===== config.mk =====
export PLATFORM = sky130hd
export DESIGN_NAME = sr_latch_driver
export DESIGN_NICKNAME = d
export VERILOG_FILES = /design/src/rtl/sr_latch_driver.sv
export SDC_FILE = /design/constraint.sdc
export NUM_CORES = 1
export LEC_CHECK = 0
export BUFFER_PORTS_ARGS = -buffer_cell sky130_fd_sc_hd__buf_2
export CORE_MARGIN = 1.5
export CORE_UTILIZATION = 50
export DETAILED_ROUTE_END_ITERATION = 6
export MAX_ROUTING_LAYER = met4
export PLACE_DENSITY = 0.69
export SETUP_SLACK_MARGIN = 0.1
export SKIP_LAST_GASP = 1
export SLEW_MARGIN = 10
export SYNTH_ARGS = -nofsm -noshare
export SYNTH_HDL_FRONTEND = slang
export SYNTH_SLANG_ARGS = --single-unit
export TNS_END_PERCENT = 100

===== constraint.sdc =====
create_clock -name clk -period 2.5 [get_ports clk]
set_input_delay 0.25 -clock clk [delete_from_list [all_inputs] [get_ports clk]]
set_output_delay 0.25 -clock clk [all_outputs]
set_load 0.01 [all_outputs]

===== src/rtl/sr_latch_driver.sv =====
// Front end for a gated SR latch: synchronises and debounces two buttons, turns their
// rising edges into sequenced s/r/en strobes and flags a latch that fails to follow.
module sr_latch_driver #(
  parameter int unsigned DB_CYCLES = 16,
  parameter int unsigned PULSE_LEN = 2
) (
  input  logic clk,
  input  logic rst,
  input  logic btn_set,
  input  logic btn_rst,
  input  logic q_fb,
  output logic s,
  output logic r,
  output logic en,
  output logic busy,
  output logic err
);

  localparam int unsigned CNT_W  = (DB_CYCLES > 1) ? $clog2(DB_CYCLES) : 1;
  localparam int unsigned PCNT_W = (PULSE_LEN > 1) ? $clog2(PULSE_LEN) : 1;
  localparam logic [CNT_W-1:0]  CNT_MAX  = CNT_W'(DB_CYCLES - 1);
  localparam logic [PCNT_W-1:0] PCNT_MAX = PCNT_W'(PULSE_LEN - 1);

  typedef enum logic [2:0] {
    IDLE   = 3'd0,
    SETUP  = 3'd1,
    STROBE = 3'd2,
    HOLD   = 3'd3,
    CHECK  = 3'd4
  } state_t;

  // Bit 0 carries the set button, bit 1 the reset button.
  logic [1:0]       r_meta;
  logic [1:0]       r_sync;
  logic [1:0]       r_db;
  logic [1:0]       r_db_d;
  logic [CNT_W-1:0] r_cnt [2];
  logic [1:0]       w_req;

  state_t            r_state, w_state_nxt;
  logic              r_cmd, w_cmd_nxt;
  logic [PCNT_W-1:0] r_pcnt, w_pcnt_nxt;
  logic              r_s, r_r, r_en, r_busy, r_err;
  logic              w_s_nxt, w_r_nxt, w_en_nxt, w_busy_nxt, w_err_nxt;

  // Synchroniser plus debounce: a level only changes after DB_CYCLES disagreeing samples.
  always_ff @(posedge clk or posedge rst) begin
    if (rst) begin
      r_meta <= '0;
      r_sync <= '0;
      r_db   <= '0;
      r_db_d <= '0;
      r_cnt  <= '{default: '0};
    end else begin
      r_meta <= {btn_rst, btn_set};
      r_sync <= r_meta;
      r_db_d <= r_db;
      for (int i = 0; i < 2; i++) begin
        if (r_sync[i] == r_db[i]) begin
          r_cnt[i] <= '0;
        end else if (r_cnt[i] == CNT_MAX) begin
          r_db[i]  <= r_sync[i];
          r_cnt[i] <= '0;
        end else begin
          r_cnt[i] <= r_cnt[i] + CNT_W'(1);
        end
      end
    end
  end

  assign w_req = r_db & ~r_db_d;

  // Next state, plus output values decoded from the state being entered so they register in step.
  always_comb begin
    w_state_nxt = r_state;
    w_cmd_nxt   = r_cmd;
    w_pcnt_nxt  = '0;
    w_err_nxt   = r_err;
    w_s_nxt     = 1'b0;
    w_r_nxt     = 1'b0;
    w_en_nxt    = 1'b0;
    w_busy_nxt  = 1'b0;

    case (r_state)
      IDLE: begin
        // Simultaneous requests are a conflict and are both dropped.
        if (w_req[0] ^ w_req[1]) begin
          w_state_nxt = SETUP;
          w_cmd_nxt   = w_req[0];
        end
      end
      SETUP:  w_state_nxt = STROBE;
      STROBE: begin
        if (r_pcnt == PCNT_MAX) w_state_nxt = HOLD;
        else                    w_pcnt_nxt  = r_pcnt + PCNT_W'(1);
      end
      HOLD:   w_state_nxt = CHECK;
      CHECK: begin
        w_state_nxt = IDLE;
        if (q_fb != r_cmd) w_err_nxt = 1'b1;
      end
      default: w_state_nxt = IDLE;
    endcase

    // s/r stay valid through HOLD so the data outlives the gate edge.
    if (w_state_nxt == SETUP || w_state_nxt == STROBE || w_state_nxt == HOLD) begin
      w_s_nxt = w_cmd_nxt;
      w_r_nxt = ~w_cmd_nxt;
    end
    w_en_nxt   = (w_state_nxt == STROBE);
    w_busy_nxt = (w_state_nxt != IDLE);
  end

  always_ff @(posedge clk or posedge rst) begin
    if (rst) begin
      r_state <= IDLE;
      r_cmd   <= 1'b0;
      r_pcnt  <= '0;
      r_s     <= 1'b0;
      r_r     <= 1'b0;
      r_en    <= 1'b0;
      r_busy  <= 1'b0;
      r_err   <= 1'b0;
    end else begin
      r_state <= w_state_nxt;
      r_cmd   <= w_cmd_nxt;
      r_pcnt  <= w_pcnt_nxt;
      r_s     <= w_s_nxt;
      r_r     <= w_r_nxt;
      r_en    <= w_en_nxt;
      r_busy  <= w_busy_nxt;
      r_err   <= w_err_nxt;
    end
  end

  assign s    = r_s;
  assign r    = r_r;
  assign en   = r_en;
  assign busy = r_busy;
  assign err  = r_err;

endmodule

Word-level counts from Yosys, hierarchy flattened
Cells that the tools add are included.
{ "op_classes": {"n_addsub": 3, "n_mux": 13, "eq_ne": 12, "bitwise": 6, "n_reduce_logical": 7} }
{ "op_table": {"columns": ["op", "count"], "rows": [
  ["4-bit two-way mux", 4],
  ["3-bit by 2-bit equality test with 1-bit output, second input constant", 4],
  ["3-bit one-hot mux with 4 select lines", 1],
  ["4-bit by 1-bit adder with 4-bit output, second input constant", 2],
  ["4-bit equality test, second input constant", 2],
  ["3-bit by 1-bit equality test with 1-bit output, second input constant", 2],
  ["1-bit two-way mux", 6],
  ["3-bit two-way mux", 2],
  ["2-bit AND reduction", 3],
  ["3-bit equality test, second input constant", 1],
  ["3-bit logical NOT", 1],
  ["1-bit NOT", 3],
  ["3-bit nonzero test", 1],
  ["2-bit AND", 1],
  ["1-bit equality test", 2],
  ["1-bit logical OR", 2],
  ["2-bit NOT", 1],
  ["1-bit adder, second input constant", 1],
  ["1-bit inequality test", 1],
  ["1-bit bitwise XOR", 1]
]} }
{ "word_totals": {"inputBits": 5, "out_inout_bits": 5, "ff_bits": 26} }

Logic depth before layout (Yosys ltp)
Gate-level depths: netlist of run 1.
{ "depth": {"word_depth": 9, "depth_mapped": 4, "depth_no_buf": 4} }

Worst setup path before layout of run 1
No wires, ideal clock.
{ "synth_path": {"path_kind": "flip-flop to flip-flop", "startpoint": "register r_state[2]", "endpoint": "register r_cmd", "arrival_ps": 1091, "required_ps": 2372, "path_stages_with_launch": 5, "setup_ps": 128, "n_path_buf": 1, "slack_ps": 1281, "path_cell_list": "dfrtp_1 -> buf_6 -> or3_4 -> o31ai_2 -> o21ai_1"} }
{ "synth_via": {"elab_chain_len": 2} }
{ "synth_lines": {"columns": ["item", "line_no", "source"], "rows": [
  ["start, declared", "40", "state_t r_state, w_state_nxt;"],
  ["start signal, assigned", "125", "r_state <= w_state_nxt;"],
  ["3-bit logical NOT", "84", "case (r_state)"],
  ["1-bit two-way mux", "84", null],
  ["named net w_cmd_nxt", "41", "logic r_cmd, w_cmd_nxt;"],
  ["end signal, assigned", "126", "r_cmd <= w_cmd_nxt;"],
  ["end, declared", "41", null]
]} }
The timed path passes the listed nets, and every way through them passes these cells.
A chain may end at the register's enable or synchronous reset.

Worst setup path after layout of run 1
{ "layout_path": {"startpoint": "register r_state[0]", "endpoint": "register r_cmd"} }
Same word-level chain as after synthesis.

==> results of run 1 <==
==> cell usage after synthesis, types with 2 or more instances <==
master	n	area share [%]
buf_2	2	0.95
nor2_1	5	1.8
nor3b_1	2	1.4
a21oi_1	6	2.8
nand4b_1	2	1.7
nor2b_1	2	1.2
mux2_1	2	2.1
inv_1	4	1.4
nand3b_1	2	1.4
dfrtp_1	26	62
o21a_1	2	1.4
ha_1	2	2.4
nand3_1	3	1.4
xnor2_1	5	4.2
o21ai_0	2	0.95
nand2b_1	3	1.8
==> final cells by class <==
| type | count | area, µm² |
|---|---|---|
| Inverter | 4 | 15.01 |
| Timing Repair Buffer | 9 | 45.04 |
| Sequential cell | 26 | 650.6 |
| Tap cell | 27 | 33.78 |
| Multi-Input combinational cell | 52 | 367.9 |
| Clock buffer | 4 | 36.28 |
| Fill cell | 177 | 833.3 |
==> stage by stage <==
step                std cells  setup slack (ps)  total power, mW  cell area [µm²]  util [%]
floorplan                  85              1281           0.7212             1055         -
global placement          118              1274           0.7584             1112     56.12
detailed placement        118              1231           0.7673             1112     56.12
CTS                       122              1220           0.9709             1149     57.95
global route              122              1155            1.022             1149     57.95
finish                    122              1209           0.9560             1149     57.95
==> power by group <==
group	switching (mW)	leakage, nW	total (mW)	internal [mW]
combinational	0.0964	0.175	0.208	0.112
clock	0.112	0.0210	0.200	0.0887
sequential	0.0621	0.339	0.548	0.486
total	0.270	0.535	0.956	0.686
==> placed cells by master, fill, tap and decap left out <==
cell type,instances
nor3b_1,2
and3_1,1
and2b_1,1
o21a_1,2
nand4b_1,2
clkbuf_8,1
buf_2,9
o21ai_0,2
clkbuf_4,3
nor2_1,5
nand2b_1,3
or3_4,1
dfrtp_1,26
nand3b_1,2
xnor2_1,5
o31ai_2,1
inv_1,4
nor4_1,1
o211a_1,1
a31o_2,1
nand3_1,3
nand2_1,1
nor2b_1,2
mux2_1,2
o31a_1,1
nand2b_2,1
ha_1,2
a31oi_1,1
o21ai_1,1
a21oi_1,6
nor3_1,1
xor2_1,1
==> metal layers <==
metal	vias to the layer above	track usage, %	routed length (µm)
met4	0	4.286	22
li1	313	-	-
met3	2	3.681	36
met1	311	19.79	700
met2	7	22.60	679
met5	-	-	0
==> logic make-up after synthesis <==
kind of cell	Yosys count	synth area share [%]
AOI/OAI and AO/OA	16	10.08
DFF	26	61.68
buffers and inverters	7	3.440
and+or+nand+nor	26	15.30
xor gates and xnor gates	6	4.982
adders and majority gates	2	2.372
muxes	2	2.135
==> registers in the layout (all words and copies together) (netlist names) <==
signal	cells
busy	1
en	1
err	1
r	1
r_cmd	1
r_cnt	8
r_db	2
r_db_d	2
r_meta	2
r_pcnt	1
r_state	3
r_sync	2
s	1
==> worst max-delay path by stage <==
stage	endpoint	slack (ps)	cells after the start
global placement	r_cmd	1270	3
floorplan	r_cmd	1280	4
finish	r_cmd	1210	3
CTS	r_cmd	1220	3
global route	r_cmd	1150	3
detailed placement	r_cmd	1230	3
==> impl_metrics.py, run 1 <==
metrics = {
    "setup_path": {
        "worst_ep_required_time_ps": 2700,
        "cp_top_family": "flip-flops",
        "cp_num_buf_inv": 0,
        "critPathKind": "register to register",
        "cp_slowest_stage_delay_ps": 510,
        "crit_arrival_ps": 1490,
        "cp_slowest_cell": "dfrtp_1",
        "cp-end-kind": "register",
        "critPathMaxFanout": 12,
        "r2r-end": "r_cmd",
        "cp_cell_sequence": "or3_4 -> o31ai_2 -> o21ai_1",
        "crit_path_start": "r_state[0]",
        "startpoint_type": "register",
        "worst_r2r_path_depth": 3,
        "r2r_slack_ps": 1210,
        "r2r-start": "r_state[0]",
    },
    "power_and_ir_drop": {
        "vdd_drop_max_v": 0.0004563,
        "leakagePower_nw": 0.5352,
        "power.density_nw_per_um2": 832.3,
    },
    "die": {
        "die-height_um": 48.93,
        "initial_core_util_pct": 53.22,
        "die_width_um": 48.93,
        "ioPinCount": 10,
        "placeableCoreArea_um2": 1982,
        "rows": 16,
        "die_area_um2": 2394,
    },
    "drt": {
        "wl_mm": 1.439,
        "detail-route-antenna-nets": 0,
        "wl_per_cell_um": 11.80,
        "vias": 633,
        "drt_pass1_iterations": 4,
        "routed_via_density": 5.189,
        "drtIter0Drc": 3,
        "drc": 0,
    },
    "yosys": {
        "postSynthAreaPerCell_um2": 12.41,
        "synth_ff_type": "dfrtp_1",
        "synth_edf_count": 0,
        "syn_area_um2": 1055,
        "synth_fp_nets": 92,
        "ys.warnings.count": 0,
        "synth-seq-cells": 26,
        "yosysSeqAreaShare_pct": 61.68,
        "synthDistinctLibCells": 31,
        "async_flop_share_pct": 100.0,
        "syn_inst": 85,
    },
    "clocking": {
        "h-tree-depth": 1,
        "clock-root-buffer": "clkbuf_4",
        "clock_path_buffers": 2,
        "clk_latency_ps": 300,
        "cts_setup_buffers": 0,
        "ctsHoldBuffers": 0,
        "clk_pin_slew_worst_paths_ps": 130,
        "cts_buffers": 3,
        "post_cts_resized": 0,
        "tritoncts": "done",
        "cts.sinks": 26,
    },
    "grt": {
        "antenna_found_initial": 0,
        "grt_max_degree": 27,
        "grtUsageTotal_pct": 14.80,
        "grt_pass1_wl_mm": 2.691,
        "grt-ovfl-total": 0,
        "grt_pass1_vias": 602,
    },
    "finish": {
        "fin_nets": 103,
        "areaGrowthSynthToFinish_pct": 8.897,
        "drive_gt1_share_pct": 17.89,
        "antenna_cells": 0,
    },
    "sta": {
        "worst_slew_pin_slew_ps": 943.3,
        "setup_tns_ps": 0,
        "hold_violations": 0,
        "finalSetupViolCount": 0,
        "slew_headroom_pct": 37.05,
        "fin_skew_ps": 3.101,
        "finalCritPeriodShare_pct": 51.65,
        "fmax_mhz": 774.4,
        "slew_violations": 0,
        "whs_ps": 41.84,
        "grt_setup_unrepaired": "no",
        "min_period_ps": 1291,
    },
    "run": {
        "drv_cap": 0,
    },
    "worst_hold_path": {
        "hold_end": "r_meta[0]",
        "holdPathStages": 1,
        "hp-class": "input pin to register",
        "holdCritStartpoint": "btn_set",
    },
    "placement": {
        "gp_congestion": 0.7797,
        "dpl.hpwl_mm": 1.016,
        "io_buffers": 9,
    },
    "outcome": {
        "status": "finished, final reports clean",
    },
}
Power figures use the tool's default switching activity.
==> run 2, diff against run 1 <==
clock period = 1.26 ns   (was 2.5 ns; I/O delays follow)
==> run 2 against run 1 <==
  * Critical path depth stayed put
  * Largest cell class unchanged
  * Fmax is 11% higher
  * Global-route usage is 0.68 points higher
  * Wire length is 13% higher
  * Design area is 11% higher
  * Power is 110% higher
  * Flip-flop and latch count stayed put
  * Sequential share of layout area is 5.6 points lower
  * Die area stayed put
  * Worst setup slack worse by 1100 ps
  * First-iteration DRC count is 67% lower
==> impl_metrics.py, run 2 (synthesis gave the netlist of run 1 again) <==
metrics = {
    "setup_path": {
        "critPathKind": "register to register",
        "cp_slowest_stage_delay_ps": 400,
        "cp_num_buf_inv": 0,
        "crit_arrival_ps": 1360,
        "cp_top_family": "flip-flops",
        "r2r-end": "r_cmd",
        "worst_ep_required_time_ps": 1460,
        "r2r_slack_ps": 100,
        "cp-end-kind": "register",
        "worst_r2r_path_depth": 3,
        "cp-endpoint": "r_cmd",
        "crit_path_start": "r_state[2]",
        "startpoint_type": "register",
        "crit_cells": 3,
        "r2r-start": "r_state[2]",
        "cp_cell_sequence": "or3_4 -> o31ai_2 -> o21ai_1",
        "critPathMaxFanout": 2,
        "cp_slowest_cell": "dfrtp_1",
    },
    "sta": {
        "finalCritPeriodShare_pct": 92.04,
        "finalSetupViolCount": 0,
        "min_period_ps": 1160,
        "setup_tns_ps": 0,
        "slew_headroom_pct": 76.29,
        "worst_slew_pin_slew_ps": 353.1,
        "fmax_mhz": 862.3,
        "hold_violations": 0,
        "fin_skew_ps": 5.321,
        "fin_ws_ps": 100.3,
        "grt_setup_unrepaired": "yes",
        "slew_violations": 0,
    },
    "grt": {
        "grt_pass1_vias": 670,
        "grt_max_degree": 27,
        "met1_usage_pct": 17.75,
        "grtUsageTotal_pct": 15.49,
        "top_usage_layer": "met2",
        "grt_pass1_wl_mm": 2.697,
        "use_met2_pct": 26.03,
        "grt-ovfl-total": 0,
        "antenna_found_initial": 0,
        "met3_usage_pct": 1.840,
    },
    "run": {
        "drv_cap": 0,
    },
    "power_and_ir_drop": {
        "leakagePower_nw": 0.5982,
        "vdd_drop_max_v": 0.0007696,
        "power.density_nw_per_um2": 1549,
    },
    "placement": {
        "dpl.hpwl_mm": 1.062,
        "place_ws_ps": 69.41,
        "dpl-instance-area_um2": 1142,
        "gp_congestion": 0.7893,
        "dp.cells": 122,
        "io_buffers": 9,
    },
    "finish": {
        "regMostFlops": "r_cnt",
        "nFillCells": 148,
        "layout_commonest_cell": "dfrtp_1",
        "drive_gt1_share_pct": 30.28,
        "multiInputGateArea_um2": 386.6,
        "largest_reg_flops": 8,
        "fin_area_um2": 1274,
        "final_cells": 136,
        "seq_area_um2": 650.6,
        "biggestRegsByFlops": "r_cnt: 8 flops, r_state: 3 flops",
        "antenna_cells": 0,
        "layout.cells.most_common_list": "dfrtp_1 (26), buf_4 (12), buf_2 (9)",
        "fin_nets": 118,
        "areaGrowthSynthToFinish_pct": 20.76,
    },
    "die": {
        "die-height_um": 48.93,
        "initial_core_util_pct": 53.22,
        "die_width_um": 48.93,
        "ioPinCount": 10,
        "rows": 16,
        "die_area_um2": 2394,
        "placeableCoreArea_um2": 1982,
    },
    "drt": {
        "vias": 701,
        "wl_mm": 1.620,
        "drt_pass1_iterations": 4,
        "detail-route-antenna-nets": 0,
        "drc": 0,
        "wl_per_cell_um": 11.91,
        "routed_via_density": 5.154,
        "drtIter0Drc": 1,
    },
    "clocking": {
        "h-tree-depth": 1,
        "cts.sinks": 26,
        "clk_latency_ps": 310,
        "clock_path_buffers": 2,
        "tritoncts": "done",
        "cts_buffers": 3,
        "clk_pin_slew_worst_paths_ps": 120,
        "clock-root-buffer": "clkbuf_4",
    },
    "outcome": {
        "status": "finished, final reports clean",
    },
    "worst_hold_path": {
        "hp-class": "input pin to register",
    },
}
[run 2: cell count changes in the layout (fill, tap and decap cells not counted), sizes merged]
cell	before	now
buf	9	21
clkbuf	4	3
dlygate4sd3	0	3
[run 2: final cells by class]
cell class / count / area share [%]
Multi-Input combinational cell: 52 / 30.35
Sequential cell: 26 / 51.08
Inverter: 4 / 1.179
Clock buffer: 3 / 1.768
Timing Repair Buffer: 24 / 12.97
Tap cell: 27 / 2.652
[run 2: stage by stage]
| step | total power [mW] | util (%) | hold slack (ps) |
|---|---|---|---|
| after global routing | 2.109 | 64.27 | 229.4 |
| after detailed placement | 1.594 | 57.64 | 192.8 |
| after floorplan | 1.431 | - | 157.4 |
| after global placement | 1.575 | 57.64 | 186.6 |
| final | 1.973 | 64.27 | 249.3 |
| after CTS | 1.952 | 62.44 | 232.8 |
[run 2: how the worst min path moves through the flow]
| stage | startpoint | endpoint | slack [ps] | cells past startpoint |
|---|---|---|---|---|
| floorplan | btn_set | r_meta[0] | 160 | 0 |
| global placement | rst | r_meta[0] | 190 | 3 |
| detailed placement | rst | r_sync[0] | 190 | 3 |
| CTS | q_fb | err | 230 | 3 |
| global route | q_fb | err | 230 | 3 |
| finish | q_fb | err | 250 | 3 |
[run 2: worst min-delay path: stages]
cell    delay [ps]
buf_2           80
xor2_1          70
a31o_2         250
[run 2: power by group]
| part | switching (mW) | internal (mW) | leakage, nW | total [mW] |
|---|---|---|---|---|
| logic | 0.299 | 0.322 | 0.245 | 0.622 |
| registers | 0.0608 | 0.965 | 0.339 | 1.03 |
| clock network | 0.215 | 0.112 | 0.0138 | 0.326 |
| total | 0.575 | 1.40 | 0.598 | 1.97 |
[run 2: what timing repair did]
action | CTS | global route
buffers inserted | 5 | 3
hold endpoints to repair | 28 | 0
endpoints found under the setup margin | 4 | 4
hold buffers | 3 | 0
gates resized for setup | 2 | 3
gates cloned | 0 | 0
[run 2: per-layer routing]
metal  part of all wire [%]  up-vias
met5                      0        -
met4                    1.7        0
met3                    3.1        4
met2                     53       15
met1                     42      338
li1                       -      344
==> run 3, diff against run 2 <==
CORE_UTILIZATION = 40   (was 50)
PLACE_DENSITY = default   (was 0.69)
SLEW_MARGIN = default   (was 10)
==> run 3 against run 2 <==
  * Sequential power about the same
  * Sequential share of layout area decreased by 1.2 points
  * Non-clock buffer count decreased by 1
  * Global-route usage decreased by 0.83 points
  * Die area increased by 23%
  * Clock power increased by 71%
  * Final cell count increased by 2.2%
  * Largest power group unchanged
  * Count of clock-buffer cells in the layout unchanged
  * Critical path depth unchanged
  * Critical path type unchanged
==> impl_metrics.py, run 3 (synthesis gave the netlist of run 1 again) <==
metrics = {
    "setup_path": {
        "cp_top_family": "flip-flops",
        "crit_arrival_ps": 1370,
        "r2r-end": "r_db[1]",
        "critPathMaxFanout": 3,
        "worst_r2r_path_depth": 3,
        "r2r-start": "r_cnt[0]",
        "worst_ep_required_time_ps": 1480,
        "r2r_slack_ps": 100,
        "cp-end-kind": "register",
        "cp_num_buf_inv": 0,
        "cp_slowest_stage_delay_ps": 410,
        "cp_slowest_cell": "dfrtp_1",
        "cp_cell_sequence": "ha_2 -> nand3_1 -> mux2_1",
        "startpoint_type": "register",
        "critPathKind": "register to register",
    },
    "drt": {
        "drtIter0Drc": 6,
        "wl_per_cell_um": 12.12,
        "drc": 0,
        "routed_via_density": 5.137,
        "drt_pass1_iterations": 4,
        "detail-route-antenna-nets": 0,
        "wl_mm": 1.684,
        "vias": 714,
    },
    "sta": {
        "min_period_ps": 1155,
        "fmax_mhz": 865.6,
        "finalCritPeriodShare_pct": 91.68,
        "grt_setup_unrepaired": "yes",
        "finalSetupViolCount": 0,
        "fin_skew_ps": 1.751,
        "slew_violations": 0,
        "fin_ws_ps": 104.8,
        "worst_slew_pin_slew_ps": 340.5,
        "setup_tns_ps": 0,
        "slew_headroom_pct": 77.14,
        "hold_violations": 0,
    },
    "grt": {
        "grt_max_degree": 27,
        "grt-ovfl-total": 0,
        "antenna_found_initial": 0,
        "grt_pass1_vias": 675,
        "grtUsageTotal_pct": 14.65,
        "grt_pass1_wl_mm": 2.884,
    },
    "die": {
        "placeableCoreArea_um2": 2477,
        "die_width_um": 54.35,
        "ioPinCount": 10,
        "die_area_um2": 2954,
        "die-height_um": 54.35,
        "rows": 18,
        "initial_core_util_pct": 42.58,
    },
    "run": {
        "drv_cap": 0,
    },
    "finish": {
        "antenna_cells": 0,
        "areaGrowthSynthToFinish_pct": 23.96,
        "drive_gt1_share_pct": 32.11,
        "regMostFlops": "r_cnt",
        "layout_commonest_cell": "dfrtp_1",
        "largest_reg_flops": 8,
        "fin_util_pct": 52.78,
        "layout.cells.most_common_list": "dfrtp_1 (25), buf_4 (11), buf_2 (9)",
        "biggestRegsByFlops": "r_cnt: 8 flops, r_state: 3 flops",
        "nFillCells": 226,
        "fin_nets": 117,
    },
    "placement": {
        "io_buffers": 9,
        "place_ws_ps": 79.63,
        "dpl.hpwl_mm": 1.106,
        "gp_congestion": 0.7634,
    },
    "clocking": {
        "clock_path_buffers": 2,
        "clock-root-buffer": "clkbuf_4",
        "h-tree-depth": 1,
        "cts.sinks": 26,
        "tritoncts": "done",
        "clk_pin_slew_worst_paths_ps": 130,
        "cts_buffers": 3,
        "clk_latency_ps": 320,
    },
    "outcome": {
        "status": "finished, final reports clean",
    },
    "power_and_ir_drop": {
        "leakagePower_nw": 0.6171,
        "power_mw": 2.210,
        "vdd_drop_max_v": 0.001269,
        "power.density_nw_per_um2": 1690,
    },
    "worst_hold_path": {
        "hold_end": "err",
        "hp-class": "input pin to register",
        "holdPathStages": 3,
        "holdCritStartpoint": "q_fb",
    },
}
[run 3: cell types whose count changed in the layout (fill, tap and decap cells not counted)]
| cell | delta |
|---|---|
| nand3_1 | +2 |
| bufinv_16 | +1 |
| nand2b_4 | +1 |
| nand2b_1 | -1 |
| and2b_1 | -1 |
| xnor2_1 | -1 |
| and2b_2 | +1 |
| dfrtp_1 | -1 |
| buf_4 | -1 |
| nand3_2 | -2 |
| dfrtp_2 | +1 |
| xnor2_2 | +1 |
[run 3: what timing repair did]
action | CTS | global route
buffers inserted | 3 | 2
hold buffers | 3 | 0
endpoints found under the hold margin | 28 | 0
endpoints found under the setup margin | 2 | 6
pin swaps | 0 | 1
resized for setup | 1 | 6
[run 3: area by class of cell]
class | instances | area [µm²] | share of cell area, %
inverters | 4 | 15.01 | 1.148
well taps | 30 | 37.54 | 2.871
multi-input cells | 52 | 392.9 | 30.05
repair buffers | 23 | 157.7 | 12.06
clock buffers | 3 | 22.52 | 1.722
clock inverters | 1 | 30.03 | 2.297
flip-flops and latches | 26 | 651.9 | 49.86
[run 3: per-stage QoR]
stage / instance area [µm²] / hold slack [ps] / instances
6_report: 1308 / 199.8 / 139
5_1_grt: 1308 / 177.7 / 139
4_1_cts: 1269 / 188.9 / 137
3_5_place_dp: 1161 / 196.5 / 127
3_3_place_gp: 1161 / 191.4 / 127
2_1_floorplan: 1055 / 157.4 / 85
[run 3: metal layers]
metal	GRT usage, %	wire, µm	up-vias
met5	-	0	-
met4	6.250	28	0
met3	5.738	70	4
met2	22.29	852	11
met1	17.29	733	356
li1	-	-	343
[run 3: worst min-delay path, cell delays in order]
cell,delay [ps]
buf_2,80
xor2_1,50
a31o_2,230
[run 3: report_power, final]
group	leakage (nW)	switching, mW	internal [mW]
clock	0.0279	0.237	0.322
sequential	0.338	0.0575	0.964
combinational	0.252	0.301	0.328
total	0.617	0.595	1.61
[run 3: worst max path at each step]
| stage | startpoint | to | slack, ps | cells after the start |
|---|---|---|---|---|
| 2_1_floorplan | r_state[2] | r_cmd | 40 | 4 |
| 3_3_place_gp | r_cnt[0] | r_db[1] | 110 | 3 |
| 3_5_place_dp | r_cnt[0] | r_db[1] | 80 | 3 |
| 4_1_cts | r_cnt[0] | r_db[1] | 90 | 3 |
| 5_1_grt | r_cnt[0] | r_db[1] | 60 | 3 |
| 6_report | r_cnt[0] | r_db[1] | 100 | 3 |
